**src/rtl/egg_timer_core.sv**
```systemverilog
// Egg-timer controller: key sync/edge detect, tick prescaler, MM:SS countdown FSM.
// Optional EGG_TIMER_RELOAD_EN: FINISHED + key0 reloads the last set time into STOPPED.
module egg_timer_core #(
   parameter int TICK_DIV = 50_000_000,
   parameter int MAX_MIN  = 99,
   localparam int MIN_W   = $clog2(MAX_MIN + 1)
) (
   input  logic             clk,
   input  logic             rst,
   input  logic [1:0]       keyin,
   input  logic [7:0]       setval,
   output logic [2:0]       state_o,
   output logic [MIN_W-1:0] min_o,
   output logic [5:0]       sec_o,
   output logic             done_o,
   output logic             blink_o
);

   localparam int CW = (TICK_DIV > 1) ? $clog2(TICK_DIV) : 1;

   localparam logic [2:0] S_SET_SEC  = 3'b000;
   localparam logic [2:0] S_SET_MIN  = 3'b001;
   localparam logic [2:0] S_STOPPED  = 3'b010;
   localparam logic [2:0] S_RUNNING  = 3'b011;
   localparam logic [2:0] S_FINISHED = 3'b100;
   localparam logic [2:0] S_IDLE     = 3'b101;

   logic [1:0]       s1, s2, s3;
   logic             press0, press1;
   logic [2:0]       state, state_nxt;
   logic [CW-1:0]    pcnt;
   logic             cnt_en, tick, zero, blink;
   logic [MIN_W-1:0] min_q, min_clamp;
   logic [5:0]       sec_q, sec_clamp;
`ifdef EGG_TIMER_RELOAD_EN
   logic [MIN_W-1:0] reload_min;
   logic [5:0]       reload_sec;
`endif

   always_ff @(posedge clk or posedge rst) begin
      if (rst) begin
         s1 <= 2'b11;
         s2 <= 2'b11;
         s3 <= 2'b11;
      end else begin
         s1 <= keyin;
         s2 <= s1;
         s3 <= s2;
      end
   end

   // Keys are active-low: an event is the falling edge seen on the synchronised copy.
   assign press0 = s3[0] & ~s2[0];
   assign press1 = s3[1] & ~s2[1];

   assign cnt_en    = (state == S_RUNNING) || (state == S_FINISHED);
   assign tick      = cnt_en && (pcnt == CW'(TICK_DIV - 1));
   assign zero      = (min_q == '0) && (sec_q == '0);
   assign sec_clamp = (setval > 8'd59) ? 6'd59 : setval[5:0];
   assign min_clamp = (setval > 8'(MAX_MIN)) ? MIN_W'(MAX_MIN) : setval[MIN_W-1:0];

   always_comb begin
      state_nxt = state;
      case (state)
         S_IDLE:    if (press0) state_nxt = S_SET_SEC;
         S_SET_SEC: if (press0) state_nxt = S_SET_MIN;
         S_SET_MIN: if (press0) state_nxt = S_STOPPED;
         S_STOPPED: begin
            if (press1)      state_nxt = zero ? S_FINISHED : S_RUNNING;
            else if (press0) state_nxt = S_SET_SEC;
         end
         S_RUNNING: begin
            if (press1)                                       state_nxt = S_STOPPED;
            else if (tick && min_q == '0 && sec_q == 6'd1)    state_nxt = S_FINISHED;
         end
         S_FINISHED: begin
`ifdef EGG_TIMER_RELOAD_EN
            if (press0) state_nxt = S_STOPPED;
`else
            if (press0) state_nxt = S_SET_SEC;
`endif
         end
         default:   state_nxt = S_IDLE;
      endcase
   end

   always_ff @(posedge clk or posedge rst) begin
      if (rst) begin
         state <= S_IDLE;
         pcnt  <= '0;
         blink <= 1'b0;
         min_q <= '0;
         sec_q <= '0;
`ifdef EGG_TIMER_RELOAD_EN
         reload_min <= '0;
         reload_sec <= '0;
`endif
      end else begin
         state <= state_nxt;
         // Any state change restarts the full tick interval.
         if (!cnt_en || (state_nxt != state) || tick) pcnt <= '0;
         else                                         pcnt <= pcnt + 1'b1;
         blink <= (state == S_FINISHED && state_nxt == S_FINISHED) ? (blink ^ tick) : 1'b0;
         case (state)
            S_SET_SEC: sec_q <= sec_clamp;
            S_SET_MIN: begin
               min_q <= min_clamp;
`ifdef EGG_TIMER_RELOAD_EN
               if (press0) begin
                  reload_min <= min_clamp;
                  reload_sec <= sec_q;
               end
`endif
            end
            S_RUNNING: begin
               // A pause on the same edge as a tick suppresses the decrement.
               if (!press1 && tick) begin
                  if (sec_q != '0) begin
                     sec_q <= sec_q - 6'd1;
                  end else begin
                     min_q <= min_q - 1'b1;
                     sec_q <= 6'd59;
                  end
               end
            end
`ifdef EGG_TIMER_RELOAD_EN
            S_FINISHED: begin
               if (press0) begin
                  min_q <= reload_min;
                  sec_q <= reload_sec;
               end
            end
`endif
            default: ;
         endcase
      end
   end

   assign state_o = state;
   assign min_o   = min_q;
   assign sec_o   = sec_q;
   assign done_o  = (state == S_FINISHED);
   assign blink_o = blink;

endmodule

```
**config.mk**
```make
export PLATFORM = sky130hd
export DESIGN_NAME = egg_timer_core
export DESIGN_NICKNAME = d
export VERILOG_FILES = /design/src/rtl/egg_timer_core.sv
export SDC_FILE = /design/constraint.sdc
export NUM_CORES = 1
export LEC_CHECK = 0
export CORE_ASPECT_RATIO = 0.9
export CORE_MARGIN = 2
export CORE_UTILIZATION = 55
export DETAILED_ROUTE_END_ITERATION = 10
export HOLD_SLACK_MARGIN = 0.08
export PLACE_DENSITY = 0.78
export SYNTH_ARGS = -nofsm -noshare
export SYNTH_HDL_FRONTEND = slang
export SYNTH_SLANG_ARGS = --single-unit
```
**constraint.sdc**
```tcl
create_clock -name clk -period 4.1 [get_ports clk]
set_clock_uncertainty 0.2 [all_clocks]
set_input_delay 0.41 -clock clk [delete_from_list [all_inputs] [get_ports clk]]
set_output_delay 0.41 -clock clk [all_outputs]
set_load 0.01 [all_outputs]
```
Yosys cells after proc, flatten, opt, wreduce, memory -nomap -nowiden
Cells that the tools add are included. W data, S select, Z words.

$add $sub $neg: 3. $mul: 0. Div/mod/pow operators: 0. Magnitude comparators: 2. Equality and inequality tests: 11. Shifts and indexed selects: 0. Muxes and demuxes: 18. Bitwise logic cells: 5. Reductions and logical operators: 20.

Operator list (number): $add A26 B1 Y26 const B (1); $eq A26 B26 Y1 const B (1); $mux W26 (1); $mux W3 (7); $mux W7 (3); $mux W6 (3); $pmux W3 S5 (1); $pmux W7 S2 (1); $pmux W6 S2 (1); $eq A3 B3 Y1 const B (3); $gt A8 B6 Y1 const B (1); $gt A8 B7 Y1 const B (1); $logic_not A7 Y1 (1); $sub A7 B1 Y7 const B (1); $eq A3 B2 Y1 const B (2); $eq A6 B1 Y1 const B (1); $logic_and A1 B1 Y1 (6); $logic_not A6 Y1 (1); $reduce_bool A6 Y1 (1); $sub A6 B1 Y6 const B (1); $reduce_bool A2 Y1 (2); $eq A3 B1 Y1 const B (1); $logic_not A3 Y1 (1); $logic_or A1 B1 Y1 (3); other kinds (11) (14).

Register bits: 49. Bits in latches: 0. Memory bits (writable): 0. ROM bits: 0. Input bits: 12. Output and inout port bits: 18. Logic and storage cells: 67. Memories kept: 0.

Depth between registers and ports, before layout
Gate-level depths: netlist (run 1).

Depth after elaboration: 12. Mapped depth: 7. Mapped depth without buffers: 7.

Worst setup path before layout (run 1)
OpenSTA, ideal clock, no wires.

Path type: reg-to-reg. Start: reg pcnt[0]. End: reg sec_q[0] (netlist: sec_o[0]). Library setup time: 0.125 ns. Arrival: 1.763 ns. Slack: 2.013 ns. Cell stages (with the launch flop): 7. Buffers on the path: 0. Clock period less this slack: 2.087 ns. Cell sequence: dfrtp_1 ha_1 and4_1 nand3_2 nor4_4 or2_2 mux2_2.

Cells in the longest elaborated chain, start to end: 5.

Ends and longest elaborated chain: start, declared (line 31) `logic [CW-1:0] pcnt;`; start signal, assigned (line 102) `else pcnt <= pcnt + 1'b1;`; $eq A26 B26 Y1 (line 57) `assign tick = cnt_en && (pcnt == CW'(TICK_DIV - 1));`; $logic_and A1 B1 Y1 (line 57); $logic_and A1 B1 Y1 (line 117) `if (!press1 && tick) begin`; $ne A2 B1 Y1 (no line); $reduce_and A2 Y1 (no line); end signal, assigned (line 105) `S_SET_SEC: sec_q <= sec_clamp;`; end signal, assigned (line 119) `sec_q <= sec_q - 6'd1;`; end, declared (line 34) `logic [5:0] sec_q, sec_clamp;`.

Every way passes these cells. A chain may end at the register's enable or synchronous reset.

Worst setup path after layout (run 1)
Start: reg state[1] (netlist: state_o[1]). End: reg sec_q[0] (netlist: sec_o[0]).

Cells in the longest elaborated chain, start to end: 6. Elaborated cells on any way between the ends: 10.

Ends and longest elaborated chain: start, declared (line 30) `logic [2:0] state, state_nxt;`; start signal, assigned (line 99) `state <= state_nxt;`; $eq A3 B2 Y1 / $eq A3 B3 Y1 (equally long branches) (line 56, 104); $logic_or A1 B1 Y1 (line 56) `assign cnt_en = (state == S_RUNNING) || (state == S_FINISHED);`; $logic_and A1 B1 Y1 (line 57); $logic_and A1 B1 Y1 (line 117); $ne A2 B1 Y1 (no line); $reduce_and A2 Y1 (no line).

Several ways; a longest one is shown, not always the timed one.

==> impl_metrics.json, run 1 <==
{
  "outcome": "finished clean",
  "worst_ep_arrival_time_ps": 2670,
  "pin_count": 30,
  "synth_commonest_cells": "dfrtp_1, nor2_1, nand2_1, xor2_1, o21ai_0",
  "fin_tns_setup_ps": 0,
  "r2r_setup_slack_ps": 1410,
  "tritoncts": "built",
  "ctsResizeCount": 0,
  "clkTransAtPathRegs_ps": 90,
  "min_period_over_period_pct": 65.6,
  "leakagePower_nw": 1.34,
  "maxCapViolCount": 0,
  "drc_errors": 0,
  "core_region_area_um2": 4920,
  "hpwl_um": 4380,
  "fin_crit_ps": 2690,
  "cts_setup_buffers": 0,
  "final_layout_size_suffix_gt1_share_pct": 10.2,
  "drt_pass1_iterations": 5,
  "final_cells": 399,
  "cts_buffers": 5,
  "synth_edf_count": 0,
  "tightest_slew_ps": 977,
  "antenna_found_initial": 0,
  "track_usage_pct": 22.6,
  "end_kind": "flop",
  "maxSlewHeadroom_pct": 34.8,
  "final_util_pct": 67.4,
  "syn_nets": 324,
  "synthCells": 306,
  "synthesis.area_um2": 2860,
  "cts_htree_levels": 2,
  "rsz0062_at_grt": "false",
  "placed_cell_area_um2": 3180,
  "ant_nets": 0,
  "io_buffers": 29,
  "synth_top_area_cell": "dfrtp_1",
  "ys_types": 56,
  "grt_max_degree": 50,
  "synth-seq-area-share_pct": 43.2,
  "wl_per_cell_um": 15.5,
  "area_growth_syn_to_layout_pct": 15.9,
  "async_flop_share_pct": 100,
  "cp-start-kind": "flop",
  "synth_top_area_share_pct": 35.8,
  "cts_root_buffer": "clkbuf_8",
  "cts_hold_buffers": 0,
  "cp_max_fo": 20,
  "setup_slack_ps": 1410,
  "fmax_ghz": 0.372,
  "synth.avg_cell_area_um2": 9.36,
  "cts_num_sinks": 49,
  "cp.required_ps": 4080,
  "insertion_delay_ps": 290,
  "grt_pass1_vias": 2209,
  "crit_type": "reg -> reg",
  "synthFlopType": "dfrtp_1",
  "vias": 2396,
  "ir_worst_vdd_mv": 0.341,
  "finalSetupViolations": 0,
  "gp_congestion": 0.925,
  "num_rows": 24,
  "vias_per_cell": 6.01,
  "p_per_area_nw_per_um2": 492,
  "hold_viol_final": 0,
  "synth_area_leaders": "dfrtp_1, dfstp_2, nor2_1",
  "die_w_um": 80.1,
  "yosysWarnings": 0,
  "dp_slack_ps": 1500,
  "drt_iter0_markers": 227,
  "grt_pass1_wl_um": 10500,
  "hp-class": "reg -> reg",
  "report.final.slew_viol_count": 0,
  "overflow": 0,
  "placed_cells": 391,
  "die-area_um2": 5800,
  "final_area_um2": 3320,
  "diodes": 0,
  "die_h_um": 72.5,
  "ys_ff_latch": 49,
  "clock_path_buffers": 2,
  "initial_utilization_pct": 58.2,
  "fin_nets": 351,
  "synthMostInstantiatedCell": "dfrtp_1",
  "routed_wl_um": 6170
}
## layer usage
metal | GRT usage (%) | vias up | wire, um
met5 | 0 | - | 0
met2 | 32.7 | 84 | 2770
li1 | - | 1163 | -
met4 | 5.08 | 0 | 44
met3 | 4.73 | 8 | 328
met1 | 35.0 | 1141 | 3020
## worst max-delay path: stages (launching register included)
cell and delay, ps:
dfrtp_1 720, and3b_1 480, nand2_1 240, nor4_4 370
or2_2 220, mux2_2 330
## area by class of cell
type / count / area, um2
clock inverters: 3 / 65.1
repair buffers: 29 / 290
inverters: 13 / 48.8
fillers: 403 / 1610
clock buffers: 5 / 68.8
flip-flops and latches: 49 / 1240
multi-input cells: 235 / 1530
well taps: 65 / 81.3
## stage by stage
stage,total power [mW],hold slack (ps)
6_report,1.63,160
4_1_cts,1.64,162
3_5_place_dp,1.23,149
2_1_floorplan,1.02,145
3_3_place_gp,1.23,146
5_1_grt,1.74,164
## power breakdown
group / total [mW] / leakage (nW) / internal [mW] / switching [mW]
clock network: 0.395 / 0.0681 / 0.242 / 0.153
registers: 0.688 / 0.615 / 0.560 / 0.128
logic: 0.551 / 0.656 / 0.259 / 0.292
total: 1.63 / 1.34 / 1.06 / 0.573
## kinds of logic after synthesis
family,Yosys count,share of synthesized area [%]
buf+inv,22,3.50
mux,1,0.393
xor+xnor,21,6.42
flops,49,43.2
compound gates,59,13.3
simple gates,148,30.6
fa+ha+maj,6,2.62
## final timing paths
path                                       from                    to  cells after the start
max in group asynchronous                   rst  min_o[0]$_DFFE_PP0P_                      2
min reg2reg                     s1[0]$_DFF_PP1_       s2[0]$_DFF_PP1_                      0
max reg2reg                state_o[1]$_DFF_PP0_  sec_o[0]$_DFFE_PP0P_                      5
max                        state_o[1]$_DFF_PP0_  sec_o[0]$_DFFE_PP0P_                      5
min                             s1[0]$_DFF_PP1_       s2[0]$_DFF_PP1_                      0
min in group asynchronous                   rst  sec_o[4]$_DFFE_PP0P_                      2
## state kept, by name (all words and copies together) (netlist names)
signal	cells
s1	2
state_o	3
pcnt	26
sec_o	6
s3	2
blink_o	1
min_o	7
s2	2
## layout by cell type, fill, tap and decap left out, types with 3 or more instances in the layout
master            n
a211oi_1          4
a21oi_1          12
a22o_1            3
a22oi_1           3
a31oi_1           5
and3_1            6
and4_1            4
clkbuf_8          5
clkdlybuf4s50_1  29
dfrtp_1          41
dfstp_2           8
ha_1              6
inv_1            12
nand2_1          24
nand2b_1          6
nand3_1          10
nand4_1          13
nor2_1           40
nor2b_1           5
nor3_1            7
o21ai_0          14
o22ai_1           5
or3_1             8
xnor2_1           6
xor2_1           15
Power figures use the tool's default switching activity.
==> run 2: changes to the inputs <==
CORE_UTILIZATION = 51   (was 55)
PLACE_DENSITY = 0.76   (was 0.78)
clock period = 2.3 ns   (was 4.1 ns; I/O delays follow)
==> run 2 against run 1 <==
Sequential share of layout area shrank 1.7 points. Critical path depth increased by 1. Worst setup slack got worse by 1300 ps. Highest routed layer unchanged. Sequential cell count unchanged. Maximum frequency rose by 22%. Cell area increased by 4.8%. Combinational power grew 110%. Sequential power is 69% higher. Clock power rose by 63%.
==> impl_metrics.json, run 2 (synthesis results as in run 1) <==
{
  "maxSlewHeadroom_pct": 64.4,
  "cp-start-kind": "flop",
  "r2r-start": "pcnt[0]$_DFF_PP0_",
  "drc_errors": 0,
  "final_area_um2": 3480,
  "placed_cells": 408,
  "placed_cell_area_um2": 3320,
  "cts_buffers": 5,
  "whs_ps": 131,
  "fin_nets": 369,
  "leakagePower_nw": 1.43,
  "final_common_cell": "dfrtp_1",
  "clock_path_buffers": 2,
  "grt_pass1_wl_um": 11100,
  "fillers": 424,
  "path_buf_inv": 0,
  "r2r_cells": 6,
  "min_period_over_period_pct": 95.7,
  "fin_crit_ps": 2200,
  "vias": 2470,
  "diodes": 0,
  "p_per_area_nw_per_um2": 858,
  "rsz0062_at_grt": "false",
  "die_h_um": 75.1,
  "cp.required_ps": 2310,
  "ir_worst_vdd_mv": 0.959,
  "cts_num_sinks": 49,
  "tritoncts": "built",
  "io_buffers": 29,
  "outcome": "finished clean",
  "final_util_pct": 65.0,
  "critical_path.top_delay_family": "simple AND/OR/NAND/NOR gates",
  "core_region_area_um2": 5350,
  "min_delay_path_depth": 1,
  "num_rows": 25,
  "drt_pass1_iterations": 4,
  "top_register": "pcnt",
  "cp_slowest_cell": "nor4_1",
  "cp_max_fo": 7,
  "vias_per_cell": 5.89,
  "track_usage_pct": 21.9,
  "r2r_setup_slack_ps": 100,
  "cts_root_buffer": "clkbuf_8",
  "maxCapViolCount": 0,
  "pin_count": 30,
  "tightest_slew_ps": 534,
  "initial_utilization_pct": 53.5,
  "cpMostUsedCell": "a211oi_1",
  "grt_pass1_vias": 2346,
  "hpwl_um": 4710,
  "drt_iter0_markers": 194,
  "gp_congestion": 0.876,
  "cts_htree_levels": 2,
  "hp-class": "in -> reg",
  "r2r-end": "sec_o[5]$_DFFE_PP0P_",
  "end_kind": "flop",
  "clkTransAtPathRegs_ps": 90,
  "report.final.slew_viol_count": 0,
  "fmax_ghz": 0.454,
  "wl_per_cell_um": 15.6,
  "final_cell_mix": "dfrtp_1, nor2_1, clkdlybuf4s50_1",
  "crit_chain": "ha_1 -> and4_2 -> nand3_4 -> nor4_1 -> a211oi_1 -> a211oi_1",
  "die_w_um": 83.0,
  "ant_nets": 0,
  "insertion_delay_ps": 300,
  "area_growth_syn_to_layout_pct": 21.4,
  "worstHoldStart": "keyin[0]",
  "hold_viol_final": 0,
  "routed_wl_um": 6540,
  "startpoint": "pcnt[0]$_DFF_PP0_",
  "grt_max_degree": 34,
  "crit_type": "reg -> reg",
  "hold_end": "s1[0]$_DFF_PP1_",
  "final_cells": 419,
  "largest_reg_flops": 26,
  "finalSetupViolations": 0,
  "overflow": 0,
  "final_layout_size_suffix_gt1_share_pct": 14.8,
  "worst_ep_arrival_time_ps": 2210,
  "die-area_um2": 6230,
  "antenna_found_initial": 0,
  "crit_path_max_incr_delay_ps": 480
}
==> run 2: per-stage QoR <==
| stage | worst slack, ps | power (mW) | TNS [ps] |
|---|---|---|---|
| final | 99.5 | 2.98 | 0 |
| after CTS | 31.2 | 2.97 | 0 |
| after global routing | 15.9 | 3.16 | 0 |
| after floorplan | 213 | 1.81 | 0 |
| after global placement | 64.0 | 2.30 | 0 |
| after detailed placement | -10.5 | 2.32 | -10.5 |
==> run 2: layout make-up <==
class                      instances  area [um2]  share of cell area [%]
clock buffer                       7        86.3                    2.48
inverter                          13        48.8                    1.40
timing repair buffer              47         453                    13.0
multi-input combinational        235        1540                    44.3
tap                               67        83.8                    2.41
clock inverter                     1        30.0                   0.864
sequential                        49        1240                    35.6
==> run 2: worst max-delay path by stage <==
stage / to / slack (ps) / cells past startpoint
2_1_floorplan: sec_o[0]$_DFFE_PP0P_ / 210 / 6
3_3_place_gp: min_o[3]$_DFFE_PP0P_ / 60 / 6
3_5_place_dp: min_o[3]$_DFFE_PP0P_ / -10 / 6
4_1_cts: done_o / 30 / 5
5_1_grt: done_o / 20 / 5
6_report: sec_o[5]$_DFFE_PP0P_ / 100 / 6
==> run 2: timing repair <==
| item | 4_1_cts | 5_1_grt |
|---|---|---|
| buffers inserted | 0 | 2 |
| setup endpoints to repair | 1 | 12 |
| resized for setup | 0 | 3 |
| endpoints found under the hold margin | 9 | 0 |
| pin swaps | 1 | 1 |
| hold buffers | 1 | 0 |
==> run 2: layer usage <==
layer	global-route usage [%]	up-vias	part of all wire [%]
met3	3.84	7	4.7
li1	-	1193	-
met1	31.4	1193	48
met5	0	-	0
met2	35.1	77	46
met4	5.46	0	0.93
==> run 2: power breakdown <==
| group | internal, mW | switching, mW | total (mW) |
|---|---|---|---|
| combinational | 0.559 | 0.618 | 1.18 |
| clock | 0.355 | 0.287 | 0.642 |
| sequential | 0.999 | 0.165 | 1.16 |
